--- src/rtl/fetch_unit_pkg.sv ---
// ============================================================================
// fetch_unit_pkg : shared types and constants for the instruction fetch unit
// Revision      : 1.0
// ============================================================================
`default_nettype none

package fetch_unit_pkg;

  localparam logic [31:0] NOP_INSTR = 32'h0000_0013;

  typedef enum logic [1:0] {
    ST_REQ  = 2'd0,
    ST_HOLD = 2'd1,
    ST_DROP = 2'd2
  } fetch_state_e;

  typedef struct packed {
    logic [31:0] pc;
    logic [31:0] instr;
    logic        valid;
  } ifid_t;

  localparam ifid_t IFID_BUBBLE = '{pc: 32'h0000_0000, instr: NOP_INSTR, valid: 1'b0};

  function automatic logic [31:0] align_word(input logic [31:0] addr);
    return {addr[31:2], 2'b00};
  endfunction

endpackage

`default_nettype wire

--- src/rtl/fetch_unit_if_id_reg.sv ---
// ============================================================================
// if_id_reg : IF/ID pipeline register, priority flush > stall > load
// Revision  : 1.0
// ============================================================================
`default_nettype none

module if_id_reg
  import fetch_unit_pkg::*;
(
  input  logic  clk_i,
  input  logic  rst_ni,
  input  logic  stall_i,
  input  logic  flush_i,
  input  ifid_t d_i,
  output ifid_t q_o
);

  ifid_t r_q;
  ifid_t r_d;

  always_comb begin
    r_d = r_q;
    if (flush_i) begin
      r_d = IFID_BUBBLE;
    end else if (!stall_i) begin
      r_d = d_i;
    end
  end

  always_ff @(posedge clk_i or negedge rst_ni) begin
    if (!rst_ni) begin
      r_q <= IFID_BUBBLE;
    end else begin
      r_q <= r_d;
    end
  end

  assign q_o = r_q;

endmodule

`default_nettype wire

--- src/rtl/fetch_unit.sv ---
// ============================================================================
// fetch_unit : IF stage with request FSM, holding buffer and redirect drop.
//              Optional perf counters enabled by macro FETCH_PERF_EN.
// Revision   : 1.0
// ============================================================================
`default_nettype none

module fetch_unit
  import fetch_unit_pkg::*;
#(
  parameter logic [31:0] RESET_PC = 32'h0000_0000
) (
  input  logic        i_clk,
  input  logic        i_rst_n,
  input  logic        stall_IF,
  input  logic        flush_ID,
  input  logic        EX_br_sel,
  input  logic [31:0] EX_br_target,
  output logic        imem_req,
  output logic [31:0] imem_addr,
  input  logic        imem_ack,
  input  logic [31:0] imem_rdata,
  output logic [31:0] ID_pc,
  output logic [31:0] ID_instr,
  output logic        ID_valid
`ifdef FETCH_PERF_EN
  ,
  output logic [31:0] perf_fetched,
  output logic [31:0] perf_bubbles
`endif
);

  fetch_state_e state_q, state_d;
  logic         live_q;
  logic [31:0]  req_addr_q, req_addr_d;
  logic [31:0]  pc_q, pc_d;
  ifid_t        buf_q, buf_d;
  ifid_t        ifid_d;
  ifid_t        ifid_q;

  logic [31:0]  w_tgt;
  logic         w_ack;
  logic [31:0]  w_addr_inc;

  // live_q keeps the request low until one full edge after reset release,
  // so an ack belonging to an abandoned transaction cannot be consumed.
  assign imem_req   = live_q && (state_q != ST_HOLD);
  assign imem_addr  = req_addr_q;
  assign w_ack      = imem_req && imem_ack;
  assign w_tgt      = align_word(EX_br_target);
  assign w_addr_inc = req_addr_q + 32'd4;

  always_ff @(posedge i_clk or negedge i_rst_n) begin
    if (!i_rst_n) begin
      state_q    <= ST_REQ;
      live_q     <= 1'b0;
      req_addr_q <= RESET_PC;
      pc_q       <= RESET_PC;
      buf_q      <= IFID_BUBBLE;
    end else begin
      state_q    <= state_d;
      live_q     <= 1'b1;
      req_addr_q <= req_addr_d;
      pc_q       <= pc_d;
      buf_q      <= buf_d;
    end
  end

  always_comb begin
    state_d    = state_q;
    req_addr_d = req_addr_q;
    pc_d       = pc_q;
    buf_d      = buf_q;
    ifid_d     = IFID_BUBBLE;
    if (live_q) begin
      unique case (state_q)
        ST_REQ: begin
          if (EX_br_sel) begin
            pc_d = w_tgt;
            if (w_ack) begin
              req_addr_d = w_tgt;
            end else begin
              state_d = ST_DROP;
            end
          end else if (w_ack) begin
            pc_d = w_addr_inc;
            if (stall_IF) begin
              buf_d   = '{pc: req_addr_q, instr: imem_rdata, valid: 1'b1};
              state_d = ST_HOLD;
            end else begin
              ifid_d     = '{pc: req_addr_q, instr: imem_rdata, valid: 1'b1};
              req_addr_d = w_addr_inc;
            end
          end
        end
        ST_HOLD: begin
          if (EX_br_sel) begin
            buf_d      = IFID_BUBBLE;
            pc_d       = w_tgt;
            req_addr_d = w_tgt;
            state_d    = ST_REQ;
          end else if (!stall_IF) begin
            ifid_d     = buf_q;
            buf_d      = IFID_BUBBLE;
            req_addr_d = pc_q;
            state_d    = ST_REQ;
          end
        end
        ST_DROP: begin
          // The stale word is thrown away; only the redirect target survives.
          if (EX_br_sel) begin
            pc_d = w_tgt;
          end
          if (w_ack) begin
            req_addr_d = EX_br_sel ? w_tgt : pc_q;
            state_d    = ST_REQ;
          end
        end
        default: begin
          state_d = ST_REQ;
        end
      endcase
    end
  end

  if_id_reg u_if_id_reg (
    .clk_i   (i_clk),
    .rst_ni  (i_rst_n),
    .stall_i (stall_IF),
    .flush_i (flush_ID),
    .d_i     (ifid_d),
    .q_o     (ifid_q)
  );

  assign ID_pc    = ifid_q.pc;
  assign ID_instr = ifid_q.instr;
  assign ID_valid = ifid_q.valid;

`ifdef FETCH_PERF_EN
  logic [31:0] perf_fetched_q;
  logic [31:0] perf_bubbles_q;
  logic        w_ld_valid;
  logic        w_ld_bubble;

  assign w_ld_valid  = !flush_ID && !stall_IF && ifid_d.valid;
  assign w_ld_bubble = flush_ID || (!stall_IF && !ifid_d.valid);

  always_ff @(posedge i_clk or negedge i_rst_n) begin
    if (!i_rst_n) begin
      perf_fetched_q <= 32'd0;
      perf_bubbles_q <= 32'd0;
    end else begin
      if (w_ld_valid) begin
        perf_fetched_q <= perf_fetched_q + 32'd1;
      end
      if (w_ld_bubble) begin
        perf_bubbles_q <= perf_bubbles_q + 32'd1;
      end
    end
  end

  assign perf_fetched = perf_fetched_q;
  assign perf_bubbles = perf_bubbles_q;
`endif

endmodule

`default_nettype wire
--- config.mk ---
export PLATFORM = sky130hd
export DESIGN_NAME = fetch_unit
export DESIGN_NICKNAME = d
export VERILOG_FILES = /design/src/rtl/fetch_unit_pkg.sv /design/src/rtl/fetch_unit_if_id_reg.sv /design/src/rtl/fetch_unit.sv
export SDC_FILE = /design/constraint.sdc
export NUM_CORES = 1
export LEC_CHECK = 0
export CORE_MARGIN = 2
export CORE_UTILIZATION = 30
export CTS_CLUSTER_DIAMETER = 150
export DETAILED_ROUTE_END_ITERATION = 6
export PLACE_DENSITY_LB_ADDON = 0.1
export SLEW_MARGIN = 40
export SYNTH_ARGS = -nofsm -noshare
export SYNTH_HDL_FRONTEND = slang
export SYNTH_HIERARCHICAL = 1
export SYNTH_SLANG_ARGS = --single-unit
--- constraint.sdc ---
create_clock -name i_clk -period 2.2 [get_ports i_clk]
set_input_delay 0.55 -clock i_clk [delete_from_list [all_inputs] [get_ports i_clk]]
set_output_delay 0.55 -clock i_clk [all_outputs]
set_load 0.03 [all_outputs]
==> qor.txt, run 1 <==
Final min period: 2110 ps
Synthesized area per cell: 9.79 sq um
Area leader, netlist: dfrtp_1
Yosys top cell area share: 48.3%
Synth warn: 6
TritonCTS buffer count: 17
Clk slew on worst S/H paths: 70 ps
Clock skew: 20.3 ps
Post-synth top flop: dfrtp_1
DRT antenna net count: 0
Tightest Hold Check Type: input pin to async pin
Global-route wire length before repair: 49400 um
Vias: 8590
Period utilization: 95.9%
CP Launch Type: flip-flop
Critical path endpoint category: primary output
GRT overflow: 0
Area contributors post-synth: dfrtp_1, mux2i_1, nor2_1, a22o_1, a22oi_1
Syn_nets: 1085
Capture point of the critical path: imem_req
DR DRC count: 0
Fmax: 0.474 GHz
Die height: 186 um
Clock buffer depth: 2
HPWL Detailed: 22500 um
Vias in the first global route: 8324
Maximum number of pins on one net before global-route repair: 51
WP buf/inv: 2
Initial antenna violation count: 0
Core Area: 0.0325 sq mm
H-tree levels: 4
Final Wtd Congestion: 0.818
Cts hold-fix bufs: 0
Gr usage total: 18.7%
Worst path top cell family by delay: flip-flops
R2R Setup Slk: 90 ps
Synth Instances: 1011
Slowest CP cell: dfrtp_2
Vias per std cell: 5.10
Final setup fails: 0
CP cell instances: ha_2 > buf_4 > nor2_1 > buf_4
Ant diodes: 0
CP most frequent cell: buf_4
Initial Util: 30.4%
Rows: 66
Synthesized area: 0.00990 sq mm
Avg WL per Cell: 18.8 um
Crit-path max FO: 9
RSZ-0062 raised after global routing: no
Initial DRC count: 535
Share of post-route cells with drive strength above 1: 16.8%
Count of different cell masters after synthesis: 63
Final WS setup: 90.7 ps
Die area: 0.0345 sq mm
Post-route design area: 0.0135 sq mm
R2R cell count: 8
WS Path Type: flip-flop to primary output
Max Slew Vio Count: 0
Cell Pwr Density: 1140 mW/mm^2
Max-slew headroom: 58.1%
Final Hold Fails: 0
Status: finished, final reports clean
CTS Sinks: 197
Critical Path Source: state_q[0]$_DFFE_PN0P_
CTS tree: done
Port buffer count: 165
TritonRoute pass-1 iters: 5
Number of max-cap violations: 0
Critical path depth: 4
Routed WL: 31700 um
LEAKAGE: 5.85 nW
Dpl cell area: 0.0128 sq mm
Area growth syn-to-layout: 36.3%
Place WS: -386 ps
Crit path DAT: 1560 ps
Die X: 186 um
Worst-skew pair later-pin latency: 450 ps
Sequential-to-total area share from yosys stat: 49.9%
Post-synthesis async set-or-reset flop share: 100%
Nets@finish: 1304
Root Buffer: clkbuf_16
Top Ports: 168
Crit path required time: 1650 ps
Crit-path max cell delay: 440 ps
Pin slew with the least headroom to its limit: 629 ps
Number of synthesized register bits: 197
Post-synth EDFFs: 0
Reg2reg end: imem_addr[0]$_DFFE_PN0P_
Reg2reg start: state_q[1]$_DFFE_PN0P_
Max VDD drop: 0.630 mV
## logic make-up after synthesis
family | Yosys count | share of synthesized area [%]
simple gates | 309 | 14.0
other cells | 1 | 0.0379
compound gates | 303 | 21.7
mux | 66 | 6.68
fa+ha+maj | 4 | 0.506
flops | 197 | 49.9
xor+xnor | 20 | 1.77
buf+inv | 111 | 5.36
## worst register-to-register path, delay by kind of cell (launching register included)
kind | cells | cell delay [ps]
AO/OA/AOI/OAI | 3 | 510
adder cells (fa/ha/maj) | 1 | 200
buffers and inverters | 2 | 350
flip-flops | 1 | 390
AND/OR/NAND/NOR | 2 | 580
## worst min path at each step
stage | from | endpoint
3_3_place_gp | buf_q[1]$_DFFE_PN1P_ | buf_q[1]$_DFFE_PN1P_
6_report | i_rst_n | u_if_id_reg/q_o[8]$_DFFE_PN0P_
5_1_grt | i_rst_n | u_if_id_reg/q_o[8]$_DFFE_PN0P_
3_5_place_dp | buf_q[1]$_DFFE_PN1P_ | buf_q[1]$_DFFE_PN1P_
2_1_floorplan | i_rst_n | buf_q[0]$_DFFE_PN0P_
4_1_cts | i_rst_n | u_if_id_reg/q_o[8]$_DFFE_PN0P_
## Yosys cell counts, drive strengths merged (8+ instances only)
cell type  count
nor4          10
xor2           8
a22o          69
inv           16
a31oi         17
nor3          10
nand4          9
a21oi         38
a22oi         67
xnor2         12
clkbuf        74
o22ai         12
nand3         16
buf           21
o21ai         49
nor2         169
dfrtp        191
mux2i         66
nand2         61
## flip-flops by register name, indices dropped and copies added, names as in the netlist
signal,cells
live_q,1
u_if_id_reg/q_o,65
state_q,2
imem_addr,32
pc_q,32
buf_q,65
## layout make-up
type | count | area [sq um]
inverter | 16 | 60.1
timing repair buffer | 295 | 2810
clock buffer | 21 | 450
tap | 442 | 553
sequential | 197 | 4960
fill | 3251 | 19000
clock inverter | 11 | 150
multi-input combinational | 703 | 4520
## per-stage QoR
step	total power [mW]	setup TNS [ps]	util, %	instances	hold slack, ps
after CTS	15.5	0	41.3	1684	51.4
after detailed placement	12.3	-40940	39.5	1651	448
after floorplan	9.20	-39.1	-	1011	254
after global routing	16.4	0	41.5	1685	57.4
final	15.4	0	41.5	1685	51.5
after global placement	12.3	-35000	39.5	1651	448
## routing by layer
metal  global-route usage (%)  part of all wire (%)  vias to the layer above
met4                     3.72                  0.80                        0
met5                        0                     0                        -
met1                     27.5                    49                     4232
li1                         -                     -                     4093
met3                     3.25                   4.8                       16
met2                     28.7                    45                      249
## timing repair
| item | in CTS | in global routing |
|---|---|---|
| gates cloned | 0 | 0 |
| pin swaps | 0 | 1 |
| setup buffers | 1 | 1 |
| resized for setup | 31 | 17 |
| endpoints found under the setup margin | 33 | 27 |
## power by group
group / leakage [nW] / switching (mW) / total (mW) / internal (mW)
combinational: 3.04 / 3.85 / 6.71 / 2.86
clock: 0.276 / 1.46 / 3.29 / 1.83
sequential: 2.53 / 0.727 / 5.42 / 4.70
## layout by cell type (no fill, tap or decap), types with 17 or more instances in the layout
master           Yosys  routed
dfrtp_1            191     176
nor2_1             169     169
clkdlybuf4s50_1      0     127
buf_4                1     112
a22o_1              69      69
a22oi_1             67      66
mux2i_1             66      66
nand2_1             61      61
o21ai_0             48      46
a21oi_1             38      38
dlygate4sd2_1        0      30
clkbuf_16            0      17
No activity file was read; power rests on OpenSTA's default activity.
==> inputs of run 2 (changes only) <==
--- a/config.mk
+++ b/config.mk
@@ -5,6 +5,7 @@
 export SDC_FILE = /design/constraint.sdc
 export NUM_CORES = 1
 export LEC_CHECK = 0
+export ABC_AREA = 1
 export CORE_MARGIN = 2
 export CORE_UTILIZATION = 30
 export CTS_CLUSTER_DIAMETER = 150
==> run 2 against run 1 <==
Effect of this change: count of clock-buffer cells in the layout shrank 2; fmax decreased by 0.81%; wire length up 3.0%; largest cell class unchanged.
==> qor.txt, run 2 <==
Worst path top cell family by delay: buffers and inverters
Port buffer count: 165 (unchanged)
Die height: 188 um (+1.3%)
Top Ports: 168 (unchanged)
Share of post-route cells with drive strength above 1: 11.3% (-5.5 points)
Core Area: 0.0334 sq mm (+2.8%)
Post-route design area: 0.0131 sq mm (-2.7%)
Yosys top cell area share: 47.0% (-1.3 points)
Crit path DAT: 1580 ps (+20 ps)
Synthesized area: 0.0102 sq mm (+2.7%)
LEAKAGE: 6.31 nW (+7.8%)
Crit path required time: 1650 ps (about the same)
Number of max-cap violations: 0 (unchanged)
Vias per std cell: 4.79 (-6.0%)
Max VDD drop: 0.666 mV (+5.8%)
Rows: 67 (+1.5%)
Post-synth top flop: dfrtp_1
Post-synth EDFFs: 0 (unchanged)
Initial antenna violation count: 0 (unchanged)
Commonest cells post-synth: nand2_1, dfrtp_1, nor2_1
Total power: 14.2 mW (-8.3%)
CTS Sinks: 197 (unchanged)
Maximum number of pins on one net before global-route repair: 67 (+31%)
Max Slew Vio Count: 0 (unchanged)
Routed WL: 32600 um (+3.0%)
Pin slew with the least headroom to its limit: 506 ps (-123 ps)
Count leader, synth: nand2_1
Synthesized area per cell: 8.11 sq um (-17%)
DR DRC count: 0 (unchanged)
Syn_nets: 1327 (+22%)
Cts hold-fix bufs: 0 (unchanged)
Ant diodes: 0 (unchanged)
Post-synthesis async set-or-reset flop share: 100% (unchanged)
Worst-skew pair later-pin latency: 450 ps (about the same)
GRT overflow: 0 (unchanged)
Met1 GRT Util: 27.5% (about the same)
Crit-path max cell delay: 770 ps (+330 ps)
Clk slew on worst S/H paths: 80 ps (about the same)
Die area: 0.0354 sq mm (+2.6%)
TritonRoute pass-1 iters: 5 (unchanged)
Status: finished, final reports clean
DRT antenna net count: 0 (unchanged)
Place WS: -311 ps (+74.6 ps)
Synth warn: 6 (unchanged)
Commonest non-fill, non-tap cell in the layout: nand2_1
Final WS setup: 73.4 ps (-17.3 ps)
CP cell instances: clkdlybuf4s50_1
WP buf/inv: 1 (-1)
Area contributors post-synth: dfrtp_1, nand2_1, nand3_1, a22oi_1, nor2_1
Initial Util: 30.4% (-0.036 points)
Crit-path max FO: 2 (-7)
Critical path endpoint category: primary output
Vias in the first global route: 9006 (+8.2%)
Dpl cell area: 0.0126 sq mm (-2.0%)
Clock skew: 11.6 ps (-8.73 ps)
Slowest CP cell: clkdlybuf4s50_1
Sequential-to-total area share from yosys stat: 48.6% (-1.3 points)
Clock buffer depth: 2 (unchanged)
Gr usage total: 19.0% (+0.32 points)
Avg WL per Cell: 17.3 um (-7.9%)
Fmax: 0.470 GHz (-0.81%)
Gr busiest metal: met2
Final setup fails: 0 (unchanged)
CP Launch Type: flip-flop
Global-route wire length before repair: 52300 um (+5.7%)
WS Path Type: flip-flop to primary output
Vias: 9025 (+5.1%)
Initial DRC count: 519 (-3.0%)
Number of synthesized register bits: 197 (unchanged)
Period utilization: 96.7% (+0.79 points)
Final min period: 2130 ps (+17.3 ps)
RSZ-0062 raised after global routing: no
Final Wtd Congestion: 0.830 (+1.5%)
Die X: 188 um (+1.3%)
H-tree levels: 4 (unchanged)
Area growth syn-to-layout: 29.2%
Met3 Use GR: 3.14% (-0.10 points)
Synth Instances: 1253 (+24%)
Final Hold Fails: 0 (unchanged)
HPWL Detailed: 22400 um (-0.71%)
Area leader, netlist: dfrtp_1
Count of different cell masters after synthesis: 38 (-40%)
Tightest Hold Check Type: input pin to async pin
TritonCTS buffer count: 17 (unchanged)
Nets@finish: 1496 (+15%)
CTS tree: done
Commonest non-fill, non-tap cells in the layout: nand2_1, dfrtp_1, clkdlybuf4s50_1, nor2_1, nand3_1
Cell Pwr Density: 1080 mW/mm^2 (-5.7%)
Root Buffer: clkbuf_16
Post-layout util: 39.3% (-2.2 points)
Max-slew headroom: 66.3% (+8.2 points)
Met2 usage: 29.2% (+0.51 points)
## run 2: cell types whose count changed after synthesis, moves of 22 or more
cell,delta
nor2_1,-48
inv_1,+48
clkbuf_1,-54
a22o_1,-35
nand2_1,+345
nand2_2,+22
nand3_1,+102
buf_2,+27
o21ai_1,+34
a21oi_1,-34
mux2i_1,-66
## run 2: cell type report
cell class	count	area [sq um]
Inverter	71	267
Tap cell	448	561
Clock buffer	19	443
Sequential cell	197	4940
Fill cell	3479	20300
Timing Repair Buffer	225	2290
Clock inverter	13	121
Multi-Input combinational cell	910	4510
## run 2: cell families after synthesis
| logic type | count (synthesis) | share of synthesized area (%) |
|---|---|---|
| compound gates | 204 | 13.5 |
| xor+xnor | 5 | 0.431 |
| fa+ha+maj | 4 | 0.493 |
| buf+inv | 146 | 7.15 |
| flops | 197 | 48.6 |
| other cells | 1 | 0.0369 |
| simple gates | 696 | 29.8 |
## run 2: worst paths after layout
check,endpoint,slack (ps),depth (start not counted),start
setup / recovery,ID_pc[16],70,1,u_if_id_reg/q_o[49]$_DFFE_PN0P_
hold / removal,buf_q[22]$_DFFE_PN0P_,120,2,i_rst_n
setup reg to reg,imem_addr[5]$_DFFE_PN0P_,160,9,state_q[1]$_DFFE_PN0P_
hold reg to reg,pc_q[27]$_DFFE_PN0P_,480,2,pc_q[27]$_DFFE_PN0P_
max in group asynchronous,u_if_id_reg/q_o[1]$_DFFE_PN1P_,1710,2,i_rst_n
min in group i_clk,pc_q[27]$_DFFE_PN0P_,480,2,pc_q[27]$_DFFE_PN0P_
## run 2: routing by layer
| metal | vias to the layer above | share of wire (%) |
|---|---|---|
| li1 | 4457 | - |
| met1 | 4293 | 50 |
| met2 | 249 | 44 |
| met3 | 26 | 3.8 |
| met4 | 0 | 1.5 |
| met5 | - | 0 |
## run 2: through the flow
stage          cells  hold slack (ps)  TNS, ps
2_1_floorplan   1253              254        0
3_3_place_gp    1851              462   -25390
3_5_place_dp    1851              465   -24910
4_1_cts         1883              130        0
5_1_grt         1883              141        0
6_report        1883              120        0
## run 2: power by group
group	switching, mW	internal [mW]	leakage [nW]
registers	0.939	4.75	2.57
clock network	1.51	1.61	0.280
logic	3.29	2.05	3.46
## run 2: repair_timing
| action | in CTS | in global routing |
|---|---|---|
| buffers inserted | 0 | 0 |
| cloned | 0 | 0 |
| resized for setup | 28 | 1 |
| setup endpoints to repair | 27 | 1 |
==> inputs of run 3 (changes only) <==
==> constraint.sdc (replaced) <==
create_clock -name i_clk -period 1.8 [get_ports i_clk]
set_input_delay 0.45 -clock i_clk [delete_from_list [all_inputs] [get_ports i_clk]]
set_output_delay 0.45 -clock i_clk [all_outputs]
set_load 0.1 [all_outputs]
==> run 3 against run 2 <==
Effect of this change: wire length is 15% higher; highest routed layer unchanged; the flow now finishes with violations (negative setup slack); die area stayed put; critical path type unchanged; via count up 7.8%.
==> qor.txt, run 3 (synthesized netlist as in run 2, its figures left out) <==
Status: finished, violations left
Failing checks: negative setup slack
Crit path DAT: 1480 ps (-100 ps)
Final Wtd Congestion: 0.869 (+4.7%)
Initial DRC count: 499 (-3.9%)
Commonest non-fill, non-tap cell in the layout: nand2_1
Slowest CP cell: dfrtp_1
RSZ-0062 raised after global routing: yes
Commonest non-fill, non-tap cells in the layout: nand2_1, dfrtp_1, buf_12, nand3_1, nor2_1
Maximum number of pins on one net before global-route repair: 43 (-36%)
Global-route wire length before repair: 56200 um (+7.5%)
Crit-path max FO: 3 (+1)
Top Ports: 168 (unchanged)
Critical path endpoint category: primary output
Max VDD drop: 1.18 mV (+77%)
Crit-path max cell delay: 380 ps (-390 ps)
DR DRC count: 0 (unchanged)
Initial Util: 30.4% (unchanged)
Root Buffer: clkbuf_16
Tightest Hold Check Type: flip-flop to flip-flop
Max-slew headroom: 65.5% (-0.75 points)
Worst-skew pair later-pin latency: 460 ps (about the same)
CP cell instances: inv_2 > ha_4 > nor2_4 > buf_6 > buf_12
GRT overflow: 0 (unchanged)
Final setup fails: 165 (+165)
Crit path required time: 1350 ps (-300 ps)
Gr usage total: 20.4% (+1.4 points)
Fillers: 3061 (-12%)
LEAKAGE: 7.82 nW (+24%)
Avg WL per Cell: 18.7 um (+8.1%)
Nets@finish: 1617 (+8.1%)
TritonRoute pass-1 iters: 4 (-1)
Post-layout util: 50.4% (+11 points)
WP buf/inv: 3 (+2)
Vias per std cell: 4.86 (+1.3%)
CP Launch Type: flip-flop
Final WS setup: -131 ps (-205 ps)
Clk slew on worst S/H paths: 80 ps (about the same)
TritonCTS buffer count: 17 (unchanged)
Initial antenna violation count: 0 (unchanged)
Vias in the first global route: 9784 (+8.6%)
Worst path top cell family by delay: flip-flops
Rows: 67 (unchanged)
Max Slew Vio Count: 0 (unchanged)
Share of post-route cells with drive strength above 1: 38.5% (+27 points)
Die height: 188 um (unchanged)
Final Hold Fails: 0 (unchanged)
H-tree levels: 4 (unchanged)
Number of max-cap violations: 0 (unchanged)
WS Path Type: flip-flop to primary output
Core Area: 0.0334 sq mm (unchanged)
Total power: 24.4 mW (+72%)
Area growth syn-to-layout: 66.0%
Ant diodes: 0 (unchanged)
Pin slew with the least headroom to its limit: 517 ps (+11.3 ps)
Routed WL: 37500 um (+15%)
Final min period: 1930 ps
Port buffer count: 165 (unchanged)
Clock buffer depth: 2 (unchanged)
DRT antenna net count: 0 (unchanged)
CTS tree: done
Die area: 0.0354 sq mm (unchanged)
Fmax: 0.518 GHz
Die X: 188 um (unchanged)
Period utilization: 107%
Cell Pwr Density: 1450 mW/mm^2 (+34%)
HPWL Detailed: 24200 um (+8.0%)
CTS Sinks: 197 (unchanged)
Vias: 9730 (+7.8%)
Clock skew: 13.0 ps (+1.37 ps)
[run 3: timing repair]
item	in CTS	in global routing
gates cloned	12	19
setup buffers	23	8
hold buffers	1	0
endpoints found under the setup margin	127	195
pin swaps	70	69
gates resized for setup	90	191
endpoints found under the hold margin	32	0
[run 3: worst reg2reg max path, cell delays in order (launching register included)]
cell     delay, ps
dfrtp_1        380
inv_2           70
ha_4           180
nor2_4         120
nand2_4         80
buf_12         140
nand2_8         60
buf_6          100
nand3_4         90
buf_8          150
buf_6          120
buf_12         130
a22o_1         210
[run 3: final timing paths]
| check | startpoint | end | slack [ps] | depth (start not counted) |
|---|---|---|---|---|
| worst max register to register | state_q[1]$_DFFE_PN0P_ | buf_q[47]$_DFFE_PN0P_ | -110 | 12 |
| max in group asynchronous | i_rst_n | u_if_id_reg/q_o[2]$_DFFE_PN1P_ | 650 | 3 |
| worst min register to register | pc_q[1]$_DFFE_PN0P_ | pc_q[1]$_DFFE_PN0P_ | 480 | 2 |
| worst max-delay path | state_q[1]$_DFFE_PN0P_ | imem_req | -130 | 5 |
| min in group asynchronous | i_rst_n | u_if_id_reg/q_o[25]$_DFFE_PN0P_ | 530 | 2 |
| worst min-delay path | pc_q[1]$_DFFE_PN0P_ | pc_q[1]$_DFFE_PN0P_ | 480 | 2 |
[run 3: layout make-up]
type	instances	area (sq um)	share of cell area [%]
multi-input cells	910	5480	32.5
repair buffers	346	4990	29.6
flip-flops and latches	197	4950	29.4
well taps	448	561	3.32
clock buffers	20	447	2.65
inverters	71	297	1.76
clock inverters	12	144	0.853
[run 3: where the power goes]
group | switching (mW) | internal, mW | leakage [nW]
logic | 7.63 | 5.64 | 4.98
clock network | 1.87 | 2.12 | 0.289
registers | 1.28 | 5.84 | 2.56
[run 3: layer usage]
metal  GRT usage [%]  part of all wire (%)
met5               0                     0
met4            5.24                   1.4
met3            3.13                   3.7
met2            33.0                    48
met1            28.5                    47
[run 3: stage by stage]
| stage | cells | worst slack [ps] | area (sq um) | hold WS, ps | TNS (ps) |
|---|---|---|---|---|---|
| finish | 2004 | -131 | 16900 | 477 | -8100 |
| global route | 2004 | -185 | 16900 | 505 | -22900 |
| CTS | 1983 | -144 | 15900 | 481 | -3320 |
| detailed placement | 1916 | -427 | 14500 | 430 | -60740 |
| global placement | 1916 | -434 | 14500 | 430 | -62440 |
| floorplan | 1253 | -458 | 10600 | 154 | -68810 |
==> variant (flow settings as in run 3) <==
Add a define of `FETCH_PERF_EN`.
--- a/src/rtl/fetch_unit.sv
+++ b/src/rtl/fetch_unit.sv
@@ -4,6 +4,8 @@
 // Revision   : 1.0
 // ============================================================================
 `default_nettype none
+
+`define FETCH_PERF_EN
 
 module fetch_unit
   import fetch_unit_pkg::*;
Check against the original RTL (old outputs only; new: perf_bubbles and perf_fetched): same outputs for any inputs over 4 cycles, from zero or initial values and one cycle with i_rst_n low; that may be too few to reach the edited logic, so the function may still have changed.
==> variant against run 3 <==
  * The flow still finishes with violations (negative setup slack)
  * Sequential cell count increased by 64
  * Hold slack got worse by 0.037 ns
  * Design area increased by 37%
  * Clock skew increased by 0.015 ns
  * Total power increased by 41%
  * Wire length increased by 47%
  * Setup slack got worse by 0.14 ns
  * Synthesized area increased by 40%
  * Largest cell class unchanged
==> variant: results (changes against run 3) <==
| Metric | Value |
|---|---|
| Setup ws final | -0.267 ns (-0.136 ns) |
| First-pass GRT wire length | 86400 µm (+54%) |
| Largest net degree at the start of global routing | 45 (+4.7%) |
| Seq area share | 0.288 (-0.00547) |
| Post-DP Area | 20100 µm² (+39%) |
| Post-Route Utilization | 0.496 (-0.00877) |
| Compound-Gate Fraction of Synth Area | 0.108 (-0.0270) |
| Met3 track demand over resource | 0.0343 (+0.00307) |
| Worst slew margin | 0.662 (+0.00732) |
| Internal | 19.2 mW (+41%) |
| Synth cell count leaders | 657 x nand2_1, 255 x dfrtp_1, 201 x nor2_1 |
| CP max FO | 2 (-1) |
| Fraction of area in multi-input gates | 0.314 (-0.0110) |
| Maximum buffer depth of the clock tree | 3 (+1) |
| Post-DP HPWL | 37900 µm (+57%) |
| Buffers on Ports | 229 (+39%) |
| Via count | 14200 (+46%) |
| Setup TNS | -29.85 ns (-21.74 ns) |
| Met1 WL | 24700 µm (+41%) |
| Initial antenna violation count | 1 (+1) |
| Buffer share of cell area | 0.292 (-0.00389) |
| Cts bufs inserted | 34 (+17) |
| Drt via density | 4.93 (+1.4%) |
| Final Wtd Congestion | 0.903 (+3.9%) |
| Clk pin slew, worst setup/hold paths | 0.06 ns (-0.02 ns) |
| Logic pwr share | 0.524 (-0.020) |
| Syn avg cell area | 7.67 µm² (-5.4%) |
| Final instance area | 23200 µm² (+37%) |
| Worst hold path class | input pin to asynchronous set/reset pin |
| Area contributors post-synth | dfrtp_1 45%, nand2_1 17%, nor2_1 5.3% |
| Clock buf count | 46 (+130%) |
| Drt first pass iters | 5 (+1) |
| Initial DRC count | 1057 (+110%) |
| Clk. pwr | 6.75 mW (+69%) |
| Fillers | 4388 (+43%) |
| Power Density | 1490 nW/µm² (+2.8%) |
| Maximum VDD drop | 0.00158 V (+34%) |
| Final Setup Violations | 254 (+54%) |
| Number of global-route vias before repair | 14700 (+50%) |
| Post-Synthesis Net Count | 1936 (+46%) |
| Total GRT Usage | 0.224 (+0.0203) |
| Netlist cell types | 45 (+18%) |
| Crit path DAT | 1.62 ns (+0.14 ns) |
| Non-CTS inverters | 142 (+100%) |
| Failing checks | negative setup slack |
| Inst Count DP | 2760 (+44%) |
| Detailed Route WL | 55200 µm (+47%) |
| Non-clock buffer count | 445 (+29%) |
| CTS root buf | clkbuf_16 |
| Status | complete, but fails checks |
| #FFs+latches synth | 261 (+32%) |
| Xor/xnor share of the synthesized area | 0.0258 (+0.0215) |
| Slowest stage delay, CP | 0.41 ns (+0.03 ns) |
| H-tree Lvls | 2 (-2) |
| Antenna Cells | 1 (+1) |
[variant: repair_timing]
action	in CTS	in global routing
pin swaps	31	29
endpoints found under the setup margin	241	277
hold buffers	1	0
gates cloned	26	5
buffers inserted	31	9
endpoints found under the hold margin	21	0
gates resized for setup	158	115
[variant: final timing paths]
path | start | end | slack (ns) | cells after the start
worst min register to register | pc_q[28]$_DFFE_PN0P_ | pc_q[28]$_DFFE_PN0P_ | 0.48 | 2
worst max-delay path | state_q[0]$_DFFE_PN0P_ | imem_req | -0.27 | 5
min in group i_clk | pc_q[28]$_DFFE_PN0P_ | pc_q[28]$_DFFE_PN0P_ | 0.48 | 2
worst min-delay path | i_rst_n | perf_fetched[26]$_DFFE_PN0P_ | 0.44 | 2
max in group asynchronous | i_rst_n | u_if_id_reg/q_o[48]$_DFFE_PN0P_ | 0.71 | 3
worst max register to register | state_q[0]$_DFFE_PN0P_ | buf_q[8]$_DFFE_PN0P_ | -0.24 | 11
